[config.mk]
export PLATFORM = sky130hd
export DESIGN_NAME = video_field_gen
export DESIGN_NICKNAME = d
export VERILOG_FILES = /design/src/rtl/video_field_gen.sv
export SDC_FILE = /design/constraint.sdc
export NUM_CORES = 1
export LEC_CHECK = 0
export ABC_AREA = 1
export BUFFER_PORTS_ARGS = -buffer_cell sky130_fd_sc_hd__buf_2
export CAP_MARGIN = 25
export CORE_ASPECT_RATIO = 1.75
export CORE_UTILIZATION = 63
export CTS_BUF_LIST = sky130_fd_sc_hd__clkbuf_4 sky130_fd_sc_hd__clkbuf_8
export DETAILED_ROUTE_END_ITERATION = 8
export GPL_ROUTABILITY_DRIVEN = 1
export PLACE_DENSITY = 0.83
export SLEW_MARGIN = 20
export SYNTH_ARGS = -nofsm -noshare
export SYNTH_HDL_FRONTEND = slang
export SYNTH_SLANG_ARGS = --single-unit
[constraint.sdc]
create_clock -name clk_i -period 3.1 [get_ports clk_i]
set_clock_uncertainty 0.15 [all_clocks]
set_input_delay 0.155 -clock clk_i [delete_from_list [all_inputs] [get_ports clk_i]]
set_output_delay 0.155 -clock clk_i [all_outputs]
set_load 0.01 [all_outputs]
[src/rtl/video_field_gen.sv]
// Raster timing generator: FRONT/ACTIVE/BACK lines, GAP between fields, test patterns.
// Outputs registered from next-state values (aligned to state); free-running, no backpressure.
module video_field_gen #(
  parameter int H_ACTIVE   = 702,
  parameter int V_LINES    = 288,
  parameter int N_FIELDS   = 2,
  parameter int PIX_PERIOD = 8,
  parameter int DV_OFFSET  = 2,
  parameter int H_FRONT    = 1500,
  parameter int H_BACK     = 1884,
  parameter int V_GAP      = 100000,
  parameter int DATA_W     = 8
) (
  input  logic              clk_i,
  input  logic              rst_i,
  input  logic              enable_i,
  input  logic [1:0]        mode_i,
  output logic              video_frame_valid_o,
  output logic              video_line_valid_o,
  output logic              video_data_valid_o,
  output logic [DATA_W-1:0] video_data_o,
  output logic [19:0]       video_address_o,
  output logic              frame_done_o,
  output logic              busy_o
);

  localparam int CNT_MAX = (H_FRONT > H_BACK) ? ((H_FRONT > V_GAP) ? H_FRONT : V_GAP)
                                              : ((H_BACK  > V_GAP) ? H_BACK  : V_GAP);
  localparam int CNT_W  = (CNT_MAX > 1)    ? $clog2(CNT_MAX)    : 1;
  localparam int SLOT_W = (PIX_PERIOD > 1) ? $clog2(PIX_PERIOD) : 1;
  localparam int COL_W  = (H_ACTIVE > 1)   ? $clog2(H_ACTIVE)   : 1;
  localparam int ROW_W  = (V_LINES > 1)    ? $clog2(V_LINES)    : 1;

  generate
    if (N_FIELDS < 1 || N_FIELDS > 2) begin : g_bad_fields
      $error("N_FIELDS must be 1 or 2");
    end
    if (PIX_PERIOD < 2 || DV_OFFSET >= PIX_PERIOD) begin : g_bad_slot
      $error("PIX_PERIOD must be >= 2 and DV_OFFSET < PIX_PERIOD");
    end
    if (H_FRONT < 1 || H_BACK < 1 || V_GAP < 1 || H_ACTIVE < 1 || V_LINES < 1) begin : g_bad_timing
      $error("timing parameters must be at least 1");
    end
  endgenerate

  typedef enum logic [2:0] {
    IDLE   = 3'd0,
    FRONT  = 3'd1,
    ACTIVE = 3'd2,
    BACK   = 3'd3,
    GAP    = 3'd4
  } state_t;

  state_t              state_q, state_d;
  logic [CNT_W-1:0]    cnt_q, cnt_d;
  logic [SLOT_W-1:0]   slot_q, slot_d;
  logic [COL_W-1:0]    col_q, col_d;
  logic [ROW_W-1:0]    row_q, row_d;
  logic                field_q, field_d;
  logic [1:0]          mode_q, mode_d;
  logic [DATA_W-1:0]   fcnt_q, fcnt_d;

  logic                fv_q, fv_d;
  logic                lv_q, lv_d;
  logic                dv_q, dv_d;
  logic [DATA_W-1:0]   data_q, data_d;
  logic [19:0]         addr_q, addr_d;
  logic                done_q, done_d;
  logic                busy_q, busy_d;

  function automatic logic [DATA_W-1:0] pattern(input logic [1:0]        m,
                                                input logic [ROW_W-1:0]  r,
                                                input logic [COL_W-1:0]  c,
                                                input logic [DATA_W-1:0] fc);
    case (m)
      2'd0:    return DATA_W'(c);
      2'd1:    return DATA_W'(r);
      2'd2:    return ((((32'(r) ^ 32'(c)) >> 3) & 32'd1) != 32'd0) ? {DATA_W{1'b1}} : '0;
      default: return fc;
    endcase
  endfunction

  always_comb begin
    state_d = state_q;
    cnt_d   = cnt_q;
    slot_d  = slot_q;
    col_d   = col_q;
    row_d   = row_q;
    field_d = field_q;
    mode_d  = mode_q;
    fcnt_d  = fcnt_q;

    case (state_q)
      IDLE: begin
        if (enable_i) begin
          state_d = FRONT;
          cnt_d   = '0;
          slot_d  = '0;
          col_d   = '0;
          row_d   = '0;
          field_d = 1'b0;
          mode_d  = mode_i;
        end
      end
      FRONT: begin
        if (cnt_q == CNT_W'(H_FRONT - 1)) begin
          state_d = ACTIVE;
          cnt_d   = '0;
          slot_d  = '0;
          col_d   = '0;
        end else begin
          cnt_d = cnt_q + 1'b1;
        end
      end
      ACTIVE: begin
        if (slot_q == SLOT_W'(PIX_PERIOD - 1)) begin
          slot_d = '0;
          // col is left on the last pixel so the address holds through blanking
          if (col_q == COL_W'(H_ACTIVE - 1)) begin
            state_d = BACK;
            cnt_d   = '0;
          end else begin
            col_d = col_q + 1'b1;
          end
        end else begin
          slot_d = slot_q + 1'b1;
        end
      end
      BACK: begin
        if (cnt_q == CNT_W'(H_BACK - 1)) begin
          cnt_d = '0;
          if (row_q == ROW_W'(V_LINES - 1)) begin
            state_d = GAP;
          end else begin
            state_d = FRONT;
            row_d   = row_q + 1'b1;
          end
        end else begin
          cnt_d = cnt_q + 1'b1;
        end
      end
      GAP: begin
        if (cnt_q == CNT_W'(V_GAP - 1)) begin
          cnt_d = '0;
          row_d = '0;
          if (field_q == 1'(N_FIELDS - 1)) begin
            fcnt_d  = fcnt_q + 1'b1;
            field_d = 1'b0;
            if (enable_i) begin
              state_d = FRONT;
              mode_d  = mode_i;
            end else begin
              state_d = IDLE;
            end
          end else begin
            state_d = FRONT;
            field_d = 1'b1;
            mode_d  = mode_i;
          end
        end else begin
          cnt_d = cnt_q + 1'b1;
        end
      end
      default: begin
        state_d = IDLE;
      end
    endcase

    // Output registers load from next-state values so they line up with state_q.
    fv_d   = (state_d == FRONT) || (state_d == ACTIVE) || (state_d == BACK);
    lv_d   = (state_d == ACTIVE);
    dv_d   = (state_d == ACTIVE) && (slot_d == SLOT_W'(DV_OFFSET));
    done_d = (state_d == GAP) && (cnt_d == CNT_W'(V_GAP - 1)) && (field_d == 1'(N_FIELDS - 1));
    busy_d = (state_d != IDLE);
    addr_d = addr_q;
    data_d = data_q;
    if (state_d == ACTIVE) begin
      if (slot_d == '0) begin
        addr_d = {9'(row_d), field_d, 10'(col_d)};
        data_d = pattern(mode_d, row_d, col_d, fcnt_d);
      end
    end else begin
      data_d = '0;
    end
  end

  always_ff @(posedge clk_i or posedge rst_i) begin
    if (rst_i) begin
      state_q <= IDLE;
      cnt_q   <= '0;
      slot_q  <= '0;
      col_q   <= '0;
      row_q   <= '0;
      field_q <= 1'b0;
      mode_q  <= 2'd0;
      fcnt_q  <= '0;
      fv_q    <= 1'b0;
      lv_q    <= 1'b0;
      dv_q    <= 1'b0;
      data_q  <= '0;
      addr_q  <= '0;
      done_q  <= 1'b0;
      busy_q  <= 1'b0;
    end else begin
      state_q <= state_d;
      cnt_q   <= cnt_d;
      slot_q  <= slot_d;
      col_q   <= col_d;
      row_q   <= row_d;
      field_q <= field_d;
      mode_q  <= mode_d;
      fcnt_q  <= fcnt_d;
      fv_q    <= fv_d;
      lv_q    <= lv_d;
      dv_q    <= dv_d;
      data_q  <= data_d;
      addr_q  <= addr_d;
      done_q  <= done_d;
      busy_q  <= busy_d;
    end
  end

  assign video_frame_valid_o = fv_q;
  assign video_line_valid_o  = lv_q;
  assign video_data_valid_o  = dv_q;
  assign video_data_o        = data_q;
  assign video_address_o     = addr_q;
  assign frame_done_o        = done_q;
  assign busy_o              = busy_q;

endmodule

# Yosys cells after proc, flatten, opt, wreduce, memory -nomap -nowiden
# Index checks and enable logic that the tools add are counted.
word_totals:
  output_inout_bits: 33
  regBits: 86
  word_cells: 96
op_classes:
  reduce_logical: 10
  bitwise: 1
  n_eq_ne: 19
  n_addsub: 5
  n_mux: 46
ops:
  columns: ["cell", "n"]
  rows:
  - ["17-bit two-way mux", 6]
  - ["17-bit case mux with 5 select lines", 1]
  - ["8-bit two-way mux", 6]
  - ["10-bit two-way mux", 4]
  - ["9-bit two-way mux", 4]
  - ["17-bit by 11-bit == test with 1-bit output (second input constant)", 2]
  - ["17-bit == test (second input constant)", 2]
  - ["3-bit two-way mux", 11]
  - ["10-bit case mux with 3 select lines", 1]
  - ["9-bit case mux with 3 select lines", 1]
  - ["8-bit case mux with 3 select lines", 1]
  - ["17-bit by 1-bit adder with 17-bit output (second input constant)", 1]
  - ["3-bit by 2-bit == test with 1-bit output (second input constant)", 5]
  - ["3-bit case mux with 5 select lines", 1]
  - ["10-bit by 1-bit adder with 10-bit output (second input constant)", 1]
  - ["10-bit == test (second input constant)", 1]
  - ["9-bit by 1-bit adder with 9-bit output (second input constant)", 1]
  - ["3-bit == test (second input constant)", 3]
  - ["9-bit == test (second input constant)", 1]
  - ["3-bit case mux with 3 select lines", 1]
  - ["8-bit by 1-bit adder with 8-bit output (second input constant)", 1]
  - ["3-bit by 1-bit == test with 1-bit output (second input constant)", 2]
  - ["3-bit zero test", 2]
  - ["2-bit two-way mux", 3]
  - ["13 further kinds", 19]

# Longest topological paths before layout
# Gate-level depths: netlist of run 1.
logic_depth:
  depth_word: 9
  ltp_mapped: 17
  ltp_nobuf: 16

# Worst setup path before layout of run 1
# OpenSTA, ideal clock, no wires.
synth_timing:
  kind: "reg-to-reg"
  startpoint: "register cnt_q[0]"
  endpoint: "register data_q[2] (netlist: video_data_o[2])"
  required_ns: 2.829
  n_path_buf: 1
  path_stages_with_launch: 14
  slack_ns: 0.877
  synth_period_minus_slack_ns: 2.223
  arrival_ns: 1.952
  setup_ns: 0.121
  cell_sequence: "dfrtp_1 > ha_1 > nand3_1 > nor2_1 > nand2_1 > nor2_4 > nand2_1 > nand3_1 > nand3_2 > nand2_1 > buf_4 > nand2_1 > o21bai_1 > nand2_1"
synth_rtl:
  columns: ["element", "line_no", "rtl"]
  rows:
  - ["start, declared", "55", "logic [CNT_W-1:0] cnt_q, cnt_d;"]
  - ["start signal, assigned", "206", "cnt_q <= cnt_d;"]
  - ["17-bit == test *", "143", "if (cnt_q == CNT_W'(V_GAP - 1)) begin"]
  - ["2-bit two-way mux *", "143", null]
  - ["2-bit case mux with 2 select lines *", "93", "case (state_q)"]
  - ["net mode_d[1]", "60", "logic [1:0] mode_q, mode_d;"]
  - ["2-bit == test (tied with other cells)", "75", "case (m)"]
  - ["8-bit case mux with 3 select lines *", "75", null]
  - ["8-bit two-way mux *", "178", "if (slot_d == '0) begin"]
  - ["8-bit two-way mux *", "177", "if (state_d == ACTIVE) begin"]
  - ["end signal, assigned", "216", "data_q <= data_d;"]
  - ["end, declared", "66", "logic [DATA_W-1:0] data_q, data_d;"]
# The timed path passes the listed nets; every way through them passes the cells marked *. The select of a mux whose other input is x is not followed.
# A chain may end at the register's enable or synchronous reset.

# Final worst setup path of run 1
layout_timing:
  startpoint: "register cnt_q[0]"
  endpoint: "register data_q[5] (netlist: video_data_o[5])"
# Same word-level chain as after synthesis.

==> results of run 1 <==
layout make-up:
cell class | count | area [sq um] | area share
multi-input cells | 600 | 2839 | 0.4733
flip-flops and latches | 86 | 2152 | 0.3588
inverters | 104 | 394.1 | 0.06571
repair buffers | 46 | 267.8 | 0.04464
well taps | 115 | 143.9 | 0.02399
clock buffers | 9 | 123.9 | 0.02065
clock inverters | 7 | 77.57 | 0.01293
per-stage QoR:
step	utilization	setup WS (ns)	hold WS, ns	area (sq um)	std cells
final	0.7168	0.3067	0.1488	5998	967
after global routing	0.7168	0.09438	0.1822	5998	967
after CTS	0.7168	0.3286	0.1399	5998	967
after detailed placement	0.6915	0.3658	-0.01329	5787	950
after global placement	0.6915	0.4553	-0.03261	5787	950
after floorplan	-	0.5732	0.3159	5458	803
layout by cell type (no fill, tap or decap), types with 5 or more instances in the layout:
cell type and instances:
nand2_1 315, nand3_1 87, inv_1 86, dfrtp_1 86, nor2_1 70, buf_2 37, nand4_1 21, xor2_1 17
inv_2 15, o21ai_0 14, nor3_1 13, o21ai_1 9, clkbuf_8 9, ha_1 8, nor2_2 7, buf_4 7
nand2_4 6, nand3_2 5
cells by family after synthesis:
family                   after synthesis  synth area share
XOR/XNOR                              19           0.03049
adder cells (fa/ha/maj)                8           0.01834
AND/OR/NAND/NOR                      535            0.4312
buffers and inverters                117           0.08551
AO/OA/AOI/OAI                         38           0.04012
flip-flops                            86            0.3943
worst max-delay path by stage:
stage	depth (start not counted)	slack, ns	endpoint	from
final	12	0.31	video_data_o[5]	cnt_q[0]
after global placement	12	0.46	video_data_o[2]	cnt_q[0]
after global routing	12	0.09	video_data_o[5]	cnt_q[0]
after detailed placement	12	0.37	video_data_o[5]	cnt_q[0]
after floorplan	1	0.57	busy_o	rst_i
after CTS	12	0.33	video_data_o[7]	cnt_q[0]
sequential cells by signal, summed over array words and instances, names as in the netlist:
register,count
row_q,9
field_q,1
mode_q,2
fcnt_q,8
frame_done_o,1
video_data_valid_o,1
slot_q,3
video_address_o,20
cnt_q,17
video_line_valid_o,1
state_q,3
col_q,10
busy_o,1
video_frame_valid_o,1
video_data_o,8
power by group:
group | internal (W) | leakage (nW) | switching [W]
Combinational | 0.00000680 | 2.21 | 0.0000288
Clock | 0.000317 | 0.0979 | 0.000483
Sequential | 0.00112 | 1.02 | 0
metal layers:
metal / up-vias / part of all wire
met1: 2553 / 0.36
met4: 0 / 0.080
li1: 2603 / -
met5: - / 0
met3: 81 / 0.051
met2: 252 / 0.51
worst max-delay path: cells and delay by family, from the launching register on:
kind | cells | cell delay, ns
DFF | 1 | 0.48
and+or+nand+nor | 10 | 1.71
AOI/OAI and AO/OA | 1 | 0.15
adders and majority gates | 1 | 0.22
==> results.md, run 1 <==
* Outcome: finished clean
* Worst hold path class: in2async
* GPL Wtd Cong at 0.9679
* Max H-tree Level at 3
* Dpl hpwl at 11880 um
* Kind of critical path: reg2reg
* Rel. slew slack at 0.5758
* Drt via density at 5.676
* Global route overflow at 0
* Seq/Total Area, Yosys at 0.3943
* Final ANT Viol Nets at 0
* Syn Inst Count at 803
* Distinct cells, synth at 37
* Asr flop ratio synth at 1.000
* Fin. max-slew vios at 0
* Setup TNS Final at 0 ns
* Vias in the first global route at 5345
* Hold-fix buffers at CTS at 1
* Core area at 8368 sq um
* Crit path required time at 3.22 ns
* Register-to-Register Setup Slack at 0.31 ns
* DIE WIDTH at 72.36 um
* Worst-Skew Late Latency at 0.38 ns
* Minimum clock period at 2.793 ns
* Count leader, synth: nand2_1
* LEAKAGE at 3.326 nW
* Antenna violations before repair at 0
* Max Cap Violations at 0
* Share of the synthesized area in the top cell type at 0.3943
* DR pass1 iterations at 5
* Clk root buf: clkbuf_8
* Met1 usage at 0.3968
* Antenna diodes at 0
* Seq cells post-synth at 86
* Crit end category: register
* Layout area overhead at 9.904%
* FP Rows at 44
* Largest net degree at the start of global routing at 71
* Yosys top cell by area: dfrtp_1
* Top FF cell, synth: dfrtp_1
* Layout cell share with drive strength beyond 1 at 0.1244
* Avg Inst Size Synth at 6.797 sq um
* Top cells by area, synth: dfrtp_1 39%, nand2_1 22%, nand3_1 8.0%
* Clk slew on worst S/H paths at 0.10 ns
* Syn Nets at 816
* Cts repair resizes at 0
* Remaining DRCs at 0
* Power Dens Cells at 326.2 nW/um^2
* Peak Freq at 0.3580 GHz
* Slowest-stage cell, CP: dfrtp_1
* Nets at 860
* Mapped Area at 5458 sq um
* Clk sinks at 86
* GRT Total Usage at 0.3654
* IO Pins at 38
* Commonest cells in the netlist: 315 x nand2_1, 87 x inv_1, 87 x nand3_1
* CP startpoint kind: register
* Area of the die at 9054 sq um
* Most frequent CP cell: nand2_1
* Post-CTS Setup Bufs at 0
* CP Cell Sequence: ha_1 -> nand3_1 -> nor2_1 -> nand2_1 -> nor2_4 -> nand2_1 -> nand3_1 -> nand3_2 -> nand2_1 -> nand2_1 -> o21bai_1 -> nand2_1
* RSZ-0062 raised after global routing: no
* CTS tree: built
* Die Y at 125.1 um
* Max VDD drop at 0.0003018 V
* Reg-to-Reg End: video_data_o[5]
* Final setup viols at 0
* Most Crowded Layer GR: met2
* CTS Buffer Depth at 2
* Worst-Margin Slew at 0.6315 ns
* Met2 Track Usage GR at 0.6223
* Critical path arrival at 2.92 ns
* Crit-path max FO at 11
* First-pass GRT wire length at 25260 um
* Post-synth EDFFs at 0
* WL final at 15680 um
* Initial Utilization at 0.6522
* Fin crit share at 0.9011
* Crit Reg-Reg Startpoint: cnt_q[0]
* Largest stage delay, worst path at 0.48 ns
* PortBufs at 37
* Via Count at 5489
* M3 GR Usage at 0.05238
* TritonCTS buffer count at 9
* Overall Power at 0.001957 W
* Worst Reg2Reg Path Length in Cells at 12
* Yosys warns at 0
* Final hold vios at 0
* Fill count at 708
* DR WL/cell at 16.21 um
* DR iter-0 viols at 431
(Power assumes the default switching activity.)
==> run 2, diff against run 1 <==
--- a/config.mk
+++ b/config.mk
@@ -14,6 +14,7 @@
 export DETAILED_ROUTE_END_ITERATION = 8
 export GPL_ROUTABILITY_DRIVEN = 1
 export PLACE_DENSITY = 0.83
+export REMOVE_ABC_BUFFERS = 1
 export SLEW_MARGIN = 20
 export SYNTH_ARGS = -nofsm -noshare
 export SYNTH_HDL_FRONTEND = slang
==> run 2 against run 1 <==
Fmax increased by 0.15%. Clock power grew 6.1%. Power is 2.4% higher. Routed wire length shrank 5.4%. Flip-flop and latch count unchanged. Setup slack improved by 0.0042 ns. Critical endpoint is now video_address_o[14]. Largest cell class unchanged.
==> results.md, run 2 (synthesized netlist as in run 1, its figures left out) <==
* Max VDD drop at 0.0003357 V (was 0.0003018 V)
* DR iter-0 viols at 363 (was 431)
* Peak Freq at 0.3585 GHz (was 0.3580 GHz)
* Critical path arrival at 2.95 ns (was 2.92 ns)
* Rel. slew slack at 0.4489 (was 0.5758)
* Final setup viols at 0 (unchanged)
* Hold slack at 0.2367 ns (was 0.1488 ns)
* RSZ-0062 raised after global routing: no (unchanged)
* Most common cell after layout, fill and taps aside: nand2_1 (unchanged)
* Most frequent CP cell: nand2_1 (unchanged)
* Worst hold path class: in2reg (was in2async)
* Remaining DRCs at 0 (unchanged)
* Largest stage delay, worst path at 0.47 ns (was 0.48 ns)
* Fin. max-slew vios at 0 (unchanged)
* Kind of critical path: reg2reg (unchanged)
* Core area at 8368 sq um (unchanged)
* Outcome: finished clean (unchanged)
* Antenna violations before repair at 0 (unchanged)
* Layout area overhead at 9.766% (was 9.904%)
* Nets at 857 (was 860)
* DR WL/cell at 15.38 um (was 16.21 um)
* Clk slew on worst S/H paths at 0.09 ns (was 0.10 ns)
* FP Rows at 44 (unchanged)
* Layout cell share with drive strength beyond 1 at 0.1213 (was 0.1244)
* Via Count at 5329 (was 5489)
* CP startpoint kind: register (unchanged)
* CP delay by family, top: simple AND/OR/NAND/NOR gates (unchanged)
* Global route overflow at 0 (unchanged)
* WL final at 14830 um (was 15680 um)
* Power Dens Cells at 334.5 nW/um^2 (was 326.2 nW/um^2)
* Worst-Skew Late Latency at 0.37 ns (was 0.38 ns)
* Area of the die at 9054 sq um (unchanged)
* LEAKAGE at 3.326 nW (about the same)
* Hold-fix buffers at CTS at 1 (unchanged)
* Drt via density at 5.528 (was 5.676)
* Cts repair resizes at 0 (unchanged)
* Slowest-stage cell, CP: dfrtp_1 (unchanged)
* Initial Utilization at 0.6522 (unchanged)
* Final ANT Viol Nets at 0 (unchanged)
* TritonCTS buffer count at 9 (unchanged)
* Minimum clock period at 2.789 ns (was 2.793 ns)
* Fin crit share at 0.8997 (was 0.9011)
* First-pass GRT wire length at 24000 um (was 25260 um)
* Max H-tree Level at 3 (unchanged)
* CP Cell Sequence: ha_1 -> nand2_1 -> inv_1 -> nand2_1 -> nor2_2 -> nand3_2 -> nand2_4 -> nand2_4 -> a21oi_2 -> nand2_2 -> nor2_8 -> nand2_4 -> inv_4 -> nand2_1 -> nand2_1 (was ha_1 -> nand3_1 -> nor2_1 -> nand2_1 -> nor2_4 -> nand2_1 -> nand3_1 -> nand3_2 -> nand2_1 -> nand2_1 -> o21bai_1 -> nand2_1)
* Antenna diodes at 0 (unchanged)
* Largest net degree at the start of global routing at 46 (was 71)
* Crit end category: register (unchanged)
* Fill count at 765 (was 708)
* Setup TNS Final at 0 ns (unchanged)
* Clk root buf: clkbuf_8 (unchanged)
* Worst Path Buf+Inv at 2 (was 0)
* DIE WIDTH at 72.36 um (unchanged)
* # placed instances at 947 (was 950)
* Max reg flops at 20 (unchanged)
* CTS tree: built (unchanged)
* Post-CTS Setup Bufs at 0 (unchanged)
* DR pass1 iterations at 6 (was 5)
* Die Y at 125.1 um (unchanged)
* CTS Buffer Depth at 2 (unchanged)
* Crit-path max FO at 28 (was 11)
* Clk sinks at 86 (unchanged)
* Post-Layout Cell Count at 964 (was 967)
* GPL Wtd Cong at 0.9387 (was 0.9679)
* IO Pins at 38 (unchanged)
* Max Cap Violations at 0 (unchanged)
* Vias in the first global route at 5096 (was 5345)
* Final hold vios at 0 (unchanged)
* Worst-Margin Slew at 0.8267 ns (was 0.6315 ns)
* GRT Total Usage at 0.3473 (was 0.3654)
* Dpl hpwl at 11570 um (was 11880 um)
* PortBufs at 37 (unchanged)
* Commonest non-fill, non-tap cells in the layout: 315 x nand2_1, 87 x nand3_1, 86 x inv_1, 86 x dfrtp_1, 70 x nor2_1 (unchanged)
* Crit path required time at 3.26 ns (was 3.22 ns)
## run 2: cell types whose count changed in the layout (fill, tap and decap cells not counted), sizes merged
cell / before / now
clkinvlp: 1 / 0
bufinv: 0 / 1
clkbuf: 9 / 11
inv: 105 / 103
buf: 45 / 42
## run 2: worst paths after layout
| path | startpoint | to | slack (ns) | cells past startpoint |
|---|---|---|---|---|
| hold / removal | enable_i | col_q[9] | 0.24 | 4 |
| setup / recovery | cnt_q[0] | video_address_o[14] | 0.31 | 15 |
| setup reg to reg | cnt_q[0] | video_address_o[14] | 0.31 | 15 |
| min in group asynchronous | rst_i | cnt_q[4] | 0.31 | 3 |
| max in group asynchronous | rst_i | mode_q[1] | 1.80 | 4 |
| hold reg to reg | video_address_o[8] | video_address_o[8] | 0.33 | 2 |
## run 2: per-layer routing
layer  vias up  track usage  part of all wire
li1       2605            -                 -
met1      2479       0.3847              0.37
met2       192       0.6042              0.53
met3        53      0.07252             0.051
met4         0       0.1903             0.049
met5         -            0                 0
## run 2: worst min-delay path: stages
cell	delay, ns
buf_2	0.12
inv_1	0.14
nand3_1	0.12
nand4_1	0.14
## run 2: layout make-up
class / instances / area [sq um] / area share
clock buffer: 11 / 151.4 / 0.02527
clock inverter: 5 / 65.06 / 0.01086
inverter: 104 / 394.1 / 0.06579
multi-input combinational: 600 / 2839 / 0.4739
sequential: 86 / 2152 / 0.3592
tap: 115 / 143.9 / 0.02402
timing repair buffer: 43 / 245.2 / 0.04094
## run 2: metrics by stage
| stage | setup slack [ns] | util | total power, W | cell area (sq um) |
|---|---|---|---|---|
| 2_1_floorplan | 0.5732 | - | 0.001164 | 5384 |
| 3_3_place_gp | 0.4440 | 0.6888 | 0.001177 | 5764 |
| 3_5_place_dp | 0.3617 | 0.6888 | 0.001178 | 5764 |
| 4_1_cts | 0.3261 | 0.7159 | 0.002024 | 5991 |
| 5_1_grt | 0.07134 | 0.7159 | 0.002067 | 5991 |
| 6_report | 0.3109 | 0.7159 | 0.002004 | 5991 |
## run 2: power breakdown
group | switching, W | total, W | internal [W]
Clock | 0.000425 | 0.000849 | 0.000424
Sequential | 0 | 0.00112 | 0.00112
Combinational | 0.0000279 | 0.0000347 | 0.00000680
Total | 0.000453 | 0.00200 | 0.00155
